**src/rtl/mc_seq_pkg.sv**
```systemverilog
// Shared types for the multi-cycle sequencer: FSM states, trap causes and
// the width helper for the memory wait timer.
package mc_seq_pkg;

    typedef enum logic [2:0] {
        StIdle    = 3'd0,
        StFetch   = 3'd1,
        StDecode  = 3'd2,
        StExecute = 3'd3,
        StMem     = 3'd4,
        StWb      = 3'd5,
        StHalt    = 3'd6,
        StTrap    = 3'd7
    } state_e;

    typedef enum logic [1:0] {
        CauseNone    = 2'd0,
        CauseIllegal = 2'd1,
        CauseIbus    = 2'd2,
        CauseDbus    = 2'd3
    } trap_cause_e;

    function automatic int unsigned timer_width(input int unsigned timeout);
        return $clog2(timeout + 1);
    endfunction

endpackage

```
**src/rtl/mem_wait_timer.sv**
```systemverilog
// Counts cycles a memory request has been held without a response.
// expire_o flags the last permitted held cycle (the MEM_TIMEOUT-th one).
module mem_wait_timer
    import mc_seq_pkg::*;
#(
    parameter int unsigned MEM_TIMEOUT = 16,
    parameter int unsigned TIMER_W     = timer_width(MEM_TIMEOUT)
) (
    input  logic clk,
    input  logic arst_n,
    input  logic clr_i,
    input  logic cnt_en_i,
    output logic expire_o
);

    localparam logic [TIMER_W-1:0] LastCnt = TIMER_W'(MEM_TIMEOUT - 1);

    logic [TIMER_W-1:0] cnt_q, cnt_d;

    always_comb begin
        cnt_d = cnt_q;
        if (clr_i) begin
            cnt_d = '0;
        end else if (cnt_en_i) begin
            cnt_d = cnt_q + 1'b1;
        end
    end

    // Registered-only output keeps the FSM's next-state logic free of a comb loop.
    assign expire_o = (cnt_q == LastCnt);

    always_ff @(posedge clk) begin
        if (!arst_n) begin
            cnt_q <= '0;
        end else begin
            cnt_q <= cnt_d;
        end
    end

endmodule

```
**src/rtl/multicycle_sequencer.sv**
```systemverilog
// Multi-cycle FETCH/DECODE/EXECUTE/MEM/WB sequencer with memory handshakes,
// bus timeout, illegal-instruction trap and retired-instruction counter.
module multicycle_sequencer
    import mc_seq_pkg::*;
#(
    parameter int unsigned DATA_WIDTH  = 32,
    parameter int unsigned CNT_WIDTH   = 32,
    parameter int unsigned MEM_TIMEOUT = 16
) (
    input  logic                  clk,
    input  logic                  arst_n,
    input  logic                  run,
    output logic                  imem_req,
    input  logic                  imem_rvalid,
    input  logic [DATA_WIDTH-1:0] imem_rdata,
    output logic [DATA_WIDTH-1:0] ir,
    input  logic                  dec_memread,
    input  logic                  dec_memwrite,
    input  logic                  dec_regwrite,
    input  logic                  dec_illegal,
    input  logic                  dec_halt,
    output logic                  dmem_req,
    output logic                  dmem_we,
    input  logic                  dmem_rvalid,
    input  logic [DATA_WIDTH-1:0] dmem_rdata,
    output logic [DATA_WIDTH-1:0] mdr,
    output logic                  pc_write,
    output logic                  regwrite,
    output logic [2:0]            state,
    output logic                  halted,
    output logic                  trap,
    output logic [1:0]            trap_cause,
    output logic [CNT_WIDTH-1:0]  instret
);

    localparam int unsigned TIMER_W = timer_width(MEM_TIMEOUT);

    state_e                state_q, state_d;
    trap_cause_e           cause_q, cause_d;
    logic [DATA_WIDTH-1:0] ir_q, ir_d;
    logic [DATA_WIDTH-1:0] mdr_q, mdr_d;
    logic [CNT_WIDTH-1:0]  instret_q, instret_d;
    logic                  timer_en;
    logic                  timer_expire;

    always_comb begin
        state_d  = state_q;
        cause_d  = cause_q;
        ir_d     = ir_q;
        mdr_d    = mdr_q;
        imem_req = 1'b0;
        dmem_req = 1'b0;
        dmem_we  = 1'b0;
        pc_write = 1'b0;
        regwrite = 1'b0;
        timer_en = 1'b0;
        unique case (state_q)
            StIdle: begin
                if (run) state_d = StFetch;
            end
            StFetch: begin
                imem_req = 1'b1;
                if (imem_rvalid) begin
                    ir_d    = imem_rdata;
                    state_d = StDecode;
                end else if (timer_expire) begin
                    state_d = StTrap;
                    cause_d = CauseIbus;
                end else begin
                    timer_en = 1'b1;
                end
            end
            StDecode: begin
                // A load that is also a store is treated as an illegal encoding.
                if (dec_illegal || (dec_memread && dec_memwrite)) begin
                    state_d = StTrap;
                    cause_d = CauseIllegal;
                end else if (dec_halt) begin
                    state_d = StHalt;
                end else begin
                    state_d = StExecute;
                end
            end
            StExecute: begin
                if (dec_memread || dec_memwrite) begin
                    state_d = StMem;
                end else if (dec_regwrite) begin
                    state_d = StWb;
                end else begin
                    pc_write = 1'b1;
                    state_d  = StFetch;
                end
            end
            StMem: begin
                dmem_req = 1'b1;
                dmem_we  = dec_memwrite;
                if (dmem_rvalid) begin
                    if (dec_memwrite) begin
                        pc_write = 1'b1;
                        state_d  = StFetch;
                    end else begin
                        mdr_d   = dmem_rdata;
                        state_d = StWb;
                    end
                end else if (timer_expire) begin
                    state_d = StTrap;
                    cause_d = CauseDbus;
                end else begin
                    timer_en = 1'b1;
                end
            end
            StWb: begin
                regwrite = 1'b1;
                pc_write = 1'b1;
                state_d  = StFetch;
            end
            StHalt, StTrap: begin
            end
            default: begin
                state_d = StIdle;
            end
        endcase
    end

    assign instret_d = pc_write ? instret_q + 1'b1 : instret_q;

    mem_wait_timer #(
        .MEM_TIMEOUT (MEM_TIMEOUT),
        .TIMER_W     (TIMER_W)
    ) u_timer (
        .clk      (clk),
        .arst_n   (arst_n),
        .clr_i    (state_d != state_q),
        .cnt_en_i (timer_en),
        .expire_o (timer_expire)
    );

    always_ff @(posedge clk) begin
        if (!arst_n) begin
            state_q   <= StIdle;
            cause_q   <= CauseNone;
            ir_q      <= '0;
            mdr_q     <= '0;
            instret_q <= '0;
        end else begin
            state_q   <= state_d;
            cause_q   <= cause_d;
            ir_q      <= ir_d;
            mdr_q     <= mdr_d;
            instret_q <= instret_d;
        end
    end

    assign ir         = ir_q;
    assign mdr        = mdr_q;
    assign state      = state_q;
    assign halted     = (state_q == StHalt);
    assign trap       = (state_q == StTrap);
    assign trap_cause = cause_q;
    assign instret    = instret_q;

endmodule

```
**config.mk**
```make
export PLATFORM = sky130hd
export DESIGN_NAME = multicycle_sequencer
export DESIGN_NICKNAME = d
export VERILOG_FILES = /design/src/rtl/mc_seq_pkg.sv /design/src/rtl/mem_wait_timer.sv /design/src/rtl/multicycle_sequencer.sv
export SDC_FILE = /design/constraint.sdc
export NUM_CORES = 1
export LEC_CHECK = 0
export CAP_MARGIN = 0
export CORE_ASPECT_RATIO = 2
export CORE_MARGIN = 3
export CORE_UTILIZATION = 47
export CTS_CLUSTER_DIAMETER = 100
export DETAILED_ROUTE_END_ITERATION = 12
export PLACE_DENSITY_LB_ADDON = 0.15
export SYNTH_ARGS = -nofsm -noshare
export SYNTH_HDL_FRONTEND = slang
export SYNTH_SLANG_ARGS = --single-unit
```
**constraint.sdc**
```tcl
create_clock -name clk -period 3.6 [get_ports clk]
set_clock_uncertainty 0.15 [all_clocks]
set_input_delay 0.54 -clock clk [delete_from_list [all_inputs] [get_ports clk]]
set_output_delay 0.54 -clock clk [all_outputs]
set_load 0.01 [all_outputs]
```
Word-level counts from Yosys, hierarchy flattened
Index checks and enable logic that the tools add are counted.
{"block": "classes", "add_sub_neg": 2, "n_eq_ne": 14, "muxes": 29, "n_bitwise": 2, "n_reduce_logical": 9}
{"cell": "$add 32x1->32 const B", "count": 1}
{"cell": "$mux 3", "count": 9}
{"cell": "$pmux 3 s6", "count": 1}
{"cell": "$eq 3x3->1 const B", "count": 4}
{"cell": "$mux 1", "count": 11}
{"cell": "$mux 2", "count": 5}
{"cell": "$ne 2x2->1 const B", "count": 5}
{"cell": "$eq 3x2->1 const B", "count": 2}
{"cell": "$pmux 2 s3", "count": 1}
{"cell": "$reduce_and 6->1", "count": 1}
{"cell": "$add 5x1->5 const B", "count": 1}
{"cell": "$eq 5x4->1 const B", "count": 1}
{"cell": "$eq 3x1->1 const B", "count": 1}
{"cell": "$logic_not 3->1", "count": 1}
{"cell": "$ne 3x3->1", "count": 1}
{"cell": "$pmux 1 s3", "count": 1}
{"cell": "$reduce_and 3->1", "count": 1}
{"cell": "$reduce_bool 3->1", "count": 1}
{"cell": "$logic_or 1x1->1", "count": 2}
{"cell": "$not 1->1", "count": 2}
{"cell": "$pmux 1 s2", "count": 1}
{"cell": "$reduce_and 2->1", "count": 1}
{"cell": "$reduce_or 2->1", "count": 1}
{"cell": "$logic_and 1x1->1", "count": 1}
{"block": "totals", "reg_bits": 106, "inputBits": 74}

Depth between registers and ports, before layout
Gate-level depths: netlist of the first run.
{"block": "logic_depth", "word_depth": 6, "ltp_mapped": 7, "depth_no_buf": 7}

Cells and area by module
From an unflattened synthesis of the first run, not the netlist that was laid out.
{"block": "unflattened", "cells_unflattened": 546, "hier_area_um2": 4361.7}
{"mod": "multicycle_sequencer", "n_inst": 1, "cells_per_inst": 522, "area_each_um2": 4122.7, "seq_area_each_um2": 2021.9}
{"mod": "mem_wait_timer", "n_inst": 1, "cells_per_inst": 24, "area_each_um2": 239.0, "seq_area_each_um2": 100.1}

Worst setup path after synthesis of the first run
OpenSTA, ideal clock, no wires.
{"block": "synth_timing", "kind": "input to output", "start": "input dmem_rvalid", "end": "output pc_write", "arrival_time_ps": 1414, "setup_slack_ps": 1496, "stages": 5, "cell_sequence": "a21oi_1 a2bb2oi_2 buf_6 buf_4 inv_1"}
{"block": "synth_between", "elab_chain_len": 2}
{"item": "start, declared", "line": "multicycle_sequencer.sv:24", "rtl": "input logic dmem_rvalid,"}
{"item": "$mux 1", "line": "multicycle_sequencer.sv:97", "rtl": "if (dmem_rvalid) begin"}
{"item": "$pmux 1 s3", "line": "multicycle_sequencer.sv:57", "rtl": "unique case (state_q)"}
{"item": "end, declared", "line": "multicycle_sequencer.sv:27", "rtl": "output logic pc_write,"}
No other way between the ends.

Worst setup path in the final report of the first run
{"block": "layout_timing", "start": "register state_q[2] (netlist: state[2])", "end": "output pc_write"}
{"block": "layout_between", "elab_chain_len": 2, "word_cells_on_any_way": 4, "cone_classes": "eq/ne: 3; mux: 1"}
{"item": "start, declared", "line": "multicycle_sequencer.sv:38", "rtl": "state_e state_q, state_d;"}
{"item": "start signal, assigned", "line": "multicycle_sequencer.sv:140", "rtl": "state_q <= StIdle;"}
{"item": "start signal, assigned", "line": "multicycle_sequencer.sv:146", "rtl": "state_q <= state_d;"}
{"item": "$eq 3x3->1 or $eq 3x2->1 (tied branches)", "line": "multicycle_sequencer.sv:57"}
{"item": "$pmux 1 s3 *", "line": "multicycle_sequencer.sv:57"}
Every way passes the cells marked *; elsewhere a longest branch is shown, timed or not.

==> results of run 1 <==
==> layout make-up <==
type | instances | share of cell area, %
Multi-Input combinational cell | 405 | 33.3
Sequential cell | 106 | 31.6
Timing Repair Buffer | 187 | 27.9
Clock buffer | 10 | 3.56
Tap cell | 130 | 2.42
Clock inverter | 6 | 0.709
Inverter | 9 | 0.504
==> metrics by stage <==
| stage | cell area, um2 | hold WS [ps] | total power, mW | cells |
|---|---|---|---|---|
| floorplan | 4570 | 331 | 1.45 | 559 |
| CTS | 6710 | 305 | 2.60 | 853 |
| global route | 6710 | 318 | 2.69 | 853 |
| detailed placement | 6420 | 296 | 1.66 | 837 |
| finish | 6710 | 303 | 2.58 | 853 |
| global placement | 6420 | 291 | 1.65 | 837 |
==> sequential cells by signal, indices dropped and copies added (netlist names) <==
register       cells
instret           32
ir                32
mdr               32
state              3
trap_cause         2
u_timer.cnt_q      5
==> power breakdown <==
| group | switching [mW] | total [mW] | internal, mW |
|---|---|---|---|
| Combinational | 0.182 | 0.384 | 0.202 |
| Sequential | 0.0404 | 1.25 | 1.21 |
| Clock | 0.451 | 0.946 | 0.495 |
| Total | 0.673 | 2.58 | 1.91 |
==> synthesized netlist by cell type, drive strengths merged, types with 5 or more instances <==
master	n
a21oi	91
and3	8
and4	5
buf	14
clkbuf	25
dfxtp	106
inv	9
mux2i	8
nand2	141
nand2b	9
nand3	12
nand4	11
nor2	9
nor3	8
nor3b	5
o21ai	10
o31ai	18
or3	6
or4	17
==> metal layers <==
| metal | up-vias | track usage (%) | wire length [um] |
|---|---|---|---|
| met1 | 2204 | 27.9 | 4840 |
| met2 | 197 | 42.4 | 7180 |
| met5 | - | 0 | 0 |
| met3 | 36 | 7.40 | 997 |
| met4 | 0 | 12.9 | 514 |
| li1 | 2288 | - | - |
==> worst max-delay path by stage <==
stage                          end        start  slack, ps
after detailed placement  pc_write  dmem_rvalid        780
after CTS                 pc_write  dmem_rvalid        770
after global routing       dmem_we     state[2]        640
after global placement    pc_write  dmem_rvalid        790
after floorplan           pc_write  dmem_rvalid       1500
final                     pc_write     state[2]        740
==> logic make-up after synthesis <==
| family | Yosys count | synth area share (%) |
|---|---|---|
| xor gates and xnor gates | 4 | 0.766 |
| AOI/OAI and AO/OA | 137 | 17.5 |
| muxes | 9 | 2.00 |
| DFF | 106 | 46.4 |
| buffers and inverters | 48 | 4.73 |
| adders and majority gates | 3 | 0.821 |
| and+or+nand+nor | 252 | 27.8 |
==> worst max-delay path: cells and delay by family, from the launching register on <==
family	cells	cell delay [ps]
AOI/OAI and AO/OA	1	220
DFF	1	690
buffers and inverters	2	670
and+or+nand+nor	1	260
==> summary.md, run 1 <==
| Metric | Value |
|---|---|
| CP Max Fanout | 19 |
| Layout fillers | 770 |
| Site Rows | 50 |
| Num CTS Buffers | 9 |
| Layout cells sized above 1 | 4.98% |
| Critical-path top delay cell | dfxtp_1 |
| Slew headroom | 31.4% |
| Top cells by area, synth | dfxtp_1 (46%), nand2_1 (12%), a21oi_1 (10%), o31ai_1 (3.0%), or4_1 (2.8%) |
| Gpl congestion | 0.924 |
| Register area | 2120 um2 |
| Final Max Slew Viols | 0 |
| Reg2Reg Setup Slack | 1190 ps |
| Run status | completed |
| Routed via count | 4725 |
| FF-to-FF Start | state[0] |
| First-pass GRT wire length | 22100 um |
| Die Y | 145 um |
| Fin. Hold Viols | 0 |
| Post-synth ARST share | 0% |
| Post-synth EDFFs | 0 |
| Routed WL | 13500 um |
| Vias per cell | 5.54 |
| DRT iter0 DRCs | 292 |
| Syn Area/Cell | 8.18 um2 |
| CTS root buf | clkbuf_16 |
| Hold WC Path Type | reg2reg |
| CTS tree | done |
| Highest cell delay on the worst timing path | 690 ps |
| Largest net degree at the start of global routing | 77 |
| Commonest non-fill, non-tap cell in the layout | clkdlybuf4s50_1 |
| Worst path required time | 2910 ps |
| Max Cap Viol | 0 |
| Setup TNS | 0 ps |
| CTS sink count | 106 |
| Commonest cells after routing, fill and taps aside | clkdlybuf4s50_1 (181), nand2_1 (141), dfxtp_1 (106) |
| Seq cells post-synth | 106 |
| # Post-CTS Setup Buffers | 0 |
| Finish-stage setup viols | 0 |
| CTS-repair resized insts | 0 |
| Pwr Density | 385 nW/um2 |
| Sequential share of the synthesized area | 46.4% |
| Synth unique cells | 54 |
| Port bufs | 181 |
| Combined area of the multi-input logic cells | 2230 um2 |
| Clk buf depth | 2 |
| Detailed-route DRC error count | 0 |
| Hold depth | 2 |
| Final ANT Viol Nets | 0 |
| H-Tree Level Count | 3 |
| Fmax | 0.349 GHz |
| Commonest register cell after synthesis | dfxtp_1 |
| Syn Inst Count | 559 |
| Critical R2R Capture | u_timer.cnt_q[2] |
| Chip width | 75.7 um |
| Peak supply drop | 289 uV |
| RSZ-0062 raised after global routing | false |
| Worst r2r path cells | 4 |
| Clk_lat worst skew | 340 ps |
| Layout Nets | 795 |
| Worst slew pin tran | 1030 ps |
| Core Util, Final | 71.0% |
| Aggregate global routing overflow | 0 |
| Crit end category | output pin |
| Crit path kind | reg2out |
| Worst-path cell chain | nand2b_1, a2bb2oi_2, inv_1, clkdlybuf4s50_1 |
| # IOs | 182 |
| Ys Warns | 0 |
| Initial Util | 48.4% |
| CTS clk-pin slew, worst paths | 70 ps |
| Area leader, netlist | dfxtp_1 |
| DIE AREA | 11000 um2 |
| Core ar. | 9450 um2 |
| Final HPWL DP | 9900 um |
| Syn Nets | 636 |
| Synth top area share | 46.4% |
| 1st-pass router iterations | 6 |
| Hold-fix buffers, CTS | 0 |
| Initial antenna violation count | 0 |
| Worst slack at placement | 775 ps |
| Worst hold start | ir[10] |
| CP Launch Type | flop |
| Number of diodes | 0 |
| Leak | 2.20 nW |
| Min-Delay Endpoint | ir[10] |
| Synth-to-layout area growth | 46.7% |
| Min Tclk post-route | 2860 ps |
| WL per Instance | 15.9 um |
| Worst path arrival time | 2170 ps |
| Gr usage total | 25.4% |
| Number of global-route vias before repair | 4535 |
| Post-route setup slack | 737 ps |
| Cell area after synthesis | 4570 um2 |
| Crit share post-route | 79.5% |
Note: power is estimated with default switching activity, not from simulation.
==> run 2: changes to the inputs <==
--- a/config.mk
+++ b/config.mk
@@ -8,7 +8,7 @@
 export CAP_MARGIN = 0
 export CORE_ASPECT_RATIO = 2
 export CORE_MARGIN = 3
-export CORE_UTILIZATION = 47
+export CORE_UTILIZATION = 39
 export CTS_CLUSTER_DIAMETER = 100
 export DETAILED_ROUTE_END_ITERATION = 12
 export PLACE_DENSITY_LB_ADDON = 0.15
==> constraint.sdc (replaced) <==
create_clock -name clk -period 2.3 [get_ports clk]
set_clock_uncertainty 0.15 [all_clocks]
set_input_delay 0.345 -clock clk [delete_from_list [all_inputs] [get_ports clk]]
set_output_delay 0.345 -clock clk [all_outputs]
set_load 0.01 [all_outputs]
==> run 2 against run 1 <==
  * Routed wire length grew 3.0%
  * Final cell count grew 4.0%
  * Worst setup slack worse by 670 ps
  * Register-to-register slack worse by 1000 ps
  * Core utilization fell by 10 points
  * Power increased by 55%
  * Combinational power up 72%
  * Die area increased by 19%
  * Critical endpoint is now trap
  * Largest cell class unchanged
==> summary.md, run 2 (synthesis gave the netlist of run 1 again) <==
| Metric | Value |
|---|---|
| DIE AREA | 13100 um2 |
| Initial antenna violation count | 0 |
| Initial Util | 40.3% |
| H-Tree Level Count | 3 |
| DRT iter0 DRCs | 137 |
| Slew headroom | 73.6% |
| # IOs | 182 |
| Pwr Density | 578 nW/um2 |
| Hold depth | 2 |
| Design Power | 4.00 mW |
| Critical R2R Capture | u_timer.cnt_q[3] |
| Commonest cells after routing, fill and taps aside | clkdlybuf4s50_1 (176), nand2_1 (141), dfxtp_1 (103) |
| Num CTS Buffers | 9 |
| Detailed-route DRC error count | 0 |
| Worst r2r path cells | 7 |
| 1st-pass router iterations | 4 |
| Fmax | 0.448 GHz |
| WL per Instance | 15.7 um |
| Worst hold start | mdr[13] |
| Aggregate global routing overflow | 0 |
| Site Rows | 55 |
| FF-to-FF Start | u_timer.cnt_q[0] |
| Finish-stage setup viols | 0 |
| Clk_lat worst skew | 340 ps |
| Worst path required time | 1800 ps |
| Number of diodes | 0 |
| Crit share post-route | 97.0% |
| Min-Delay Endpoint | mdr[13] |
| Peak supply drop | 401 uV |
| Largest net degree at the start of global routing | 50 |
| Min Tclk post-route | 2230 ps |
| Worst slew pin tran | 395 ps |
| Max Cap Viol | 0 |
| Crit end category | output pin |
| Commonest non-fill, non-tap cell in the layout | clkdlybuf4s50_1 |
| Routed WL | 13900 um |
| Gpl congestion | 0.811 |
| CTS tree | done |
| Chip width | 82.6 um |
| Port bufs | 181 |
| CTS sink count | 106 |
| Fin. Hold Viols | 0 |
| Vias per cell | 5.26 |
| CP Max Fanout | 12 |
| Gr usage total | 21.6% |
| Final ANT Viol Nets | 0 |
| Run status | completed |
| Die Y | 159 um |
| Setup TNS | 0 ps |
| Final HPWL DP | 10500 um |
| Layout Nets | 818 |
| Leak | 2.37 nW |
| First-pass GRT wire length | 22500 um |
| Layout cells sized above 1 | 8.05% |
| Core ar. | 11400 um2 |
| Hold-fix buffers, CTS | 0 |
| Crit path kind | reg2out |
| CP Launch Type | flop |
| Reg2Reg Setup Slack | 160 ps |
| Final Max Slew Viols | 0 |
| Hold WC Path Type | reg2reg |
| Routed via count | 4665 |
| CTS clk-pin slew, worst paths | 70 ps |
| Worst path arrival time | 1740 ps |
| Synth-to-layout area growth | 51.5% |
| Clk buf depth | 2 |
| CTS root buf | clkbuf_16 |
| Layout fillers | 1015 |
| Number of global-route vias before repair | 4658 |
==> run 2: cell types whose count changed in the layout (fill, tap and decap cells not counted), sizes merged <==
cell	change
inv	-1
buf	+23
clkinv	-2
clkbuf	+1
clkinvlp	+1
dlymetal6s2s	+3
clkdlybuf4s50	-5
dlygate4sd2	+2
==> run 2: worst max path at each step <==
stage / start / to / depth (start not counted)
3_3_place_gp: dec_memwrite / pc_write / 5
5_1_grt: state[0] / trap / 3
3_5_place_dp: dec_memwrite / pc_write / 5
4_1_cts: state[0] / halted / 4
2_1_floorplan: u_timer.cnt_q[0] / u_timer.cnt_q[0] / 7
6_report: state[0] / trap / 3
==> run 2: cell type report <==
| class | instances | area, um2 | share of cell area, % |
|---|---|---|---|
| Clock buffer | 11 | 233 | 3.36 |
| Clock inverter | 4 | 28.8 | 0.416 |
| Inverter | 9 | 33.8 | 0.488 |
| Multi-Input combinational cell | 405 | 2240 | 32.4 |
| Sequential cell | 106 | 2130 | 30.7 |
| Tap cell | 142 | 178 | 2.57 |
| Timing Repair Buffer | 210 | 2080 | 30.1 |
==> run 2: power by group <==
part	total (mW)	switching, mW	internal, mW
clock network	1.40	0.664	0.732
registers	1.95	0.0505	1.90
logic	0.659	0.304	0.355
total	4.00	1.02	2.98
==> run 2: what timing repair did <==
item / in CTS / in global routing
buffers inserted: 1 / 0
pin swaps: 1 / 0
resized for setup: 6 / 4
setup endpoints to repair: 6 / 3
==> run 2: layer usage <==
metal / track usage, % / vias up / share of wire [%]
met4: 9.15 / 0 / 2.7
met1: 22.9 / 2173 / 37
met2: 38.1 / 142 / 54
met3: 6.23 / 24 / 6.3
met5: 0 / - / 0
li1: - / 2326 / -
==> run 2: stage by stage <==
stage          util [%]  area (um2)  hold slack, ps  worst slack, ps  std cells
3_5_place_dp       58.5        6640             296            -40.1        871
3_3_place_gp       58.5        6640             291            -20.2        871
4_1_cts            60.9        6910             306             7.18        887
6_report           61.0        6930             307             68.3        887
5_1_grt            61.0        6930             320            -3.02        887
2_1_floorplan         -        4570             331              371        559
==> run 2: worst max-delay path: stages, from the launching register on <==
cell	delay, ps
dfxtp_2	460
buf_4	200
and3_1	200
clkdlybuf4s50_1	540
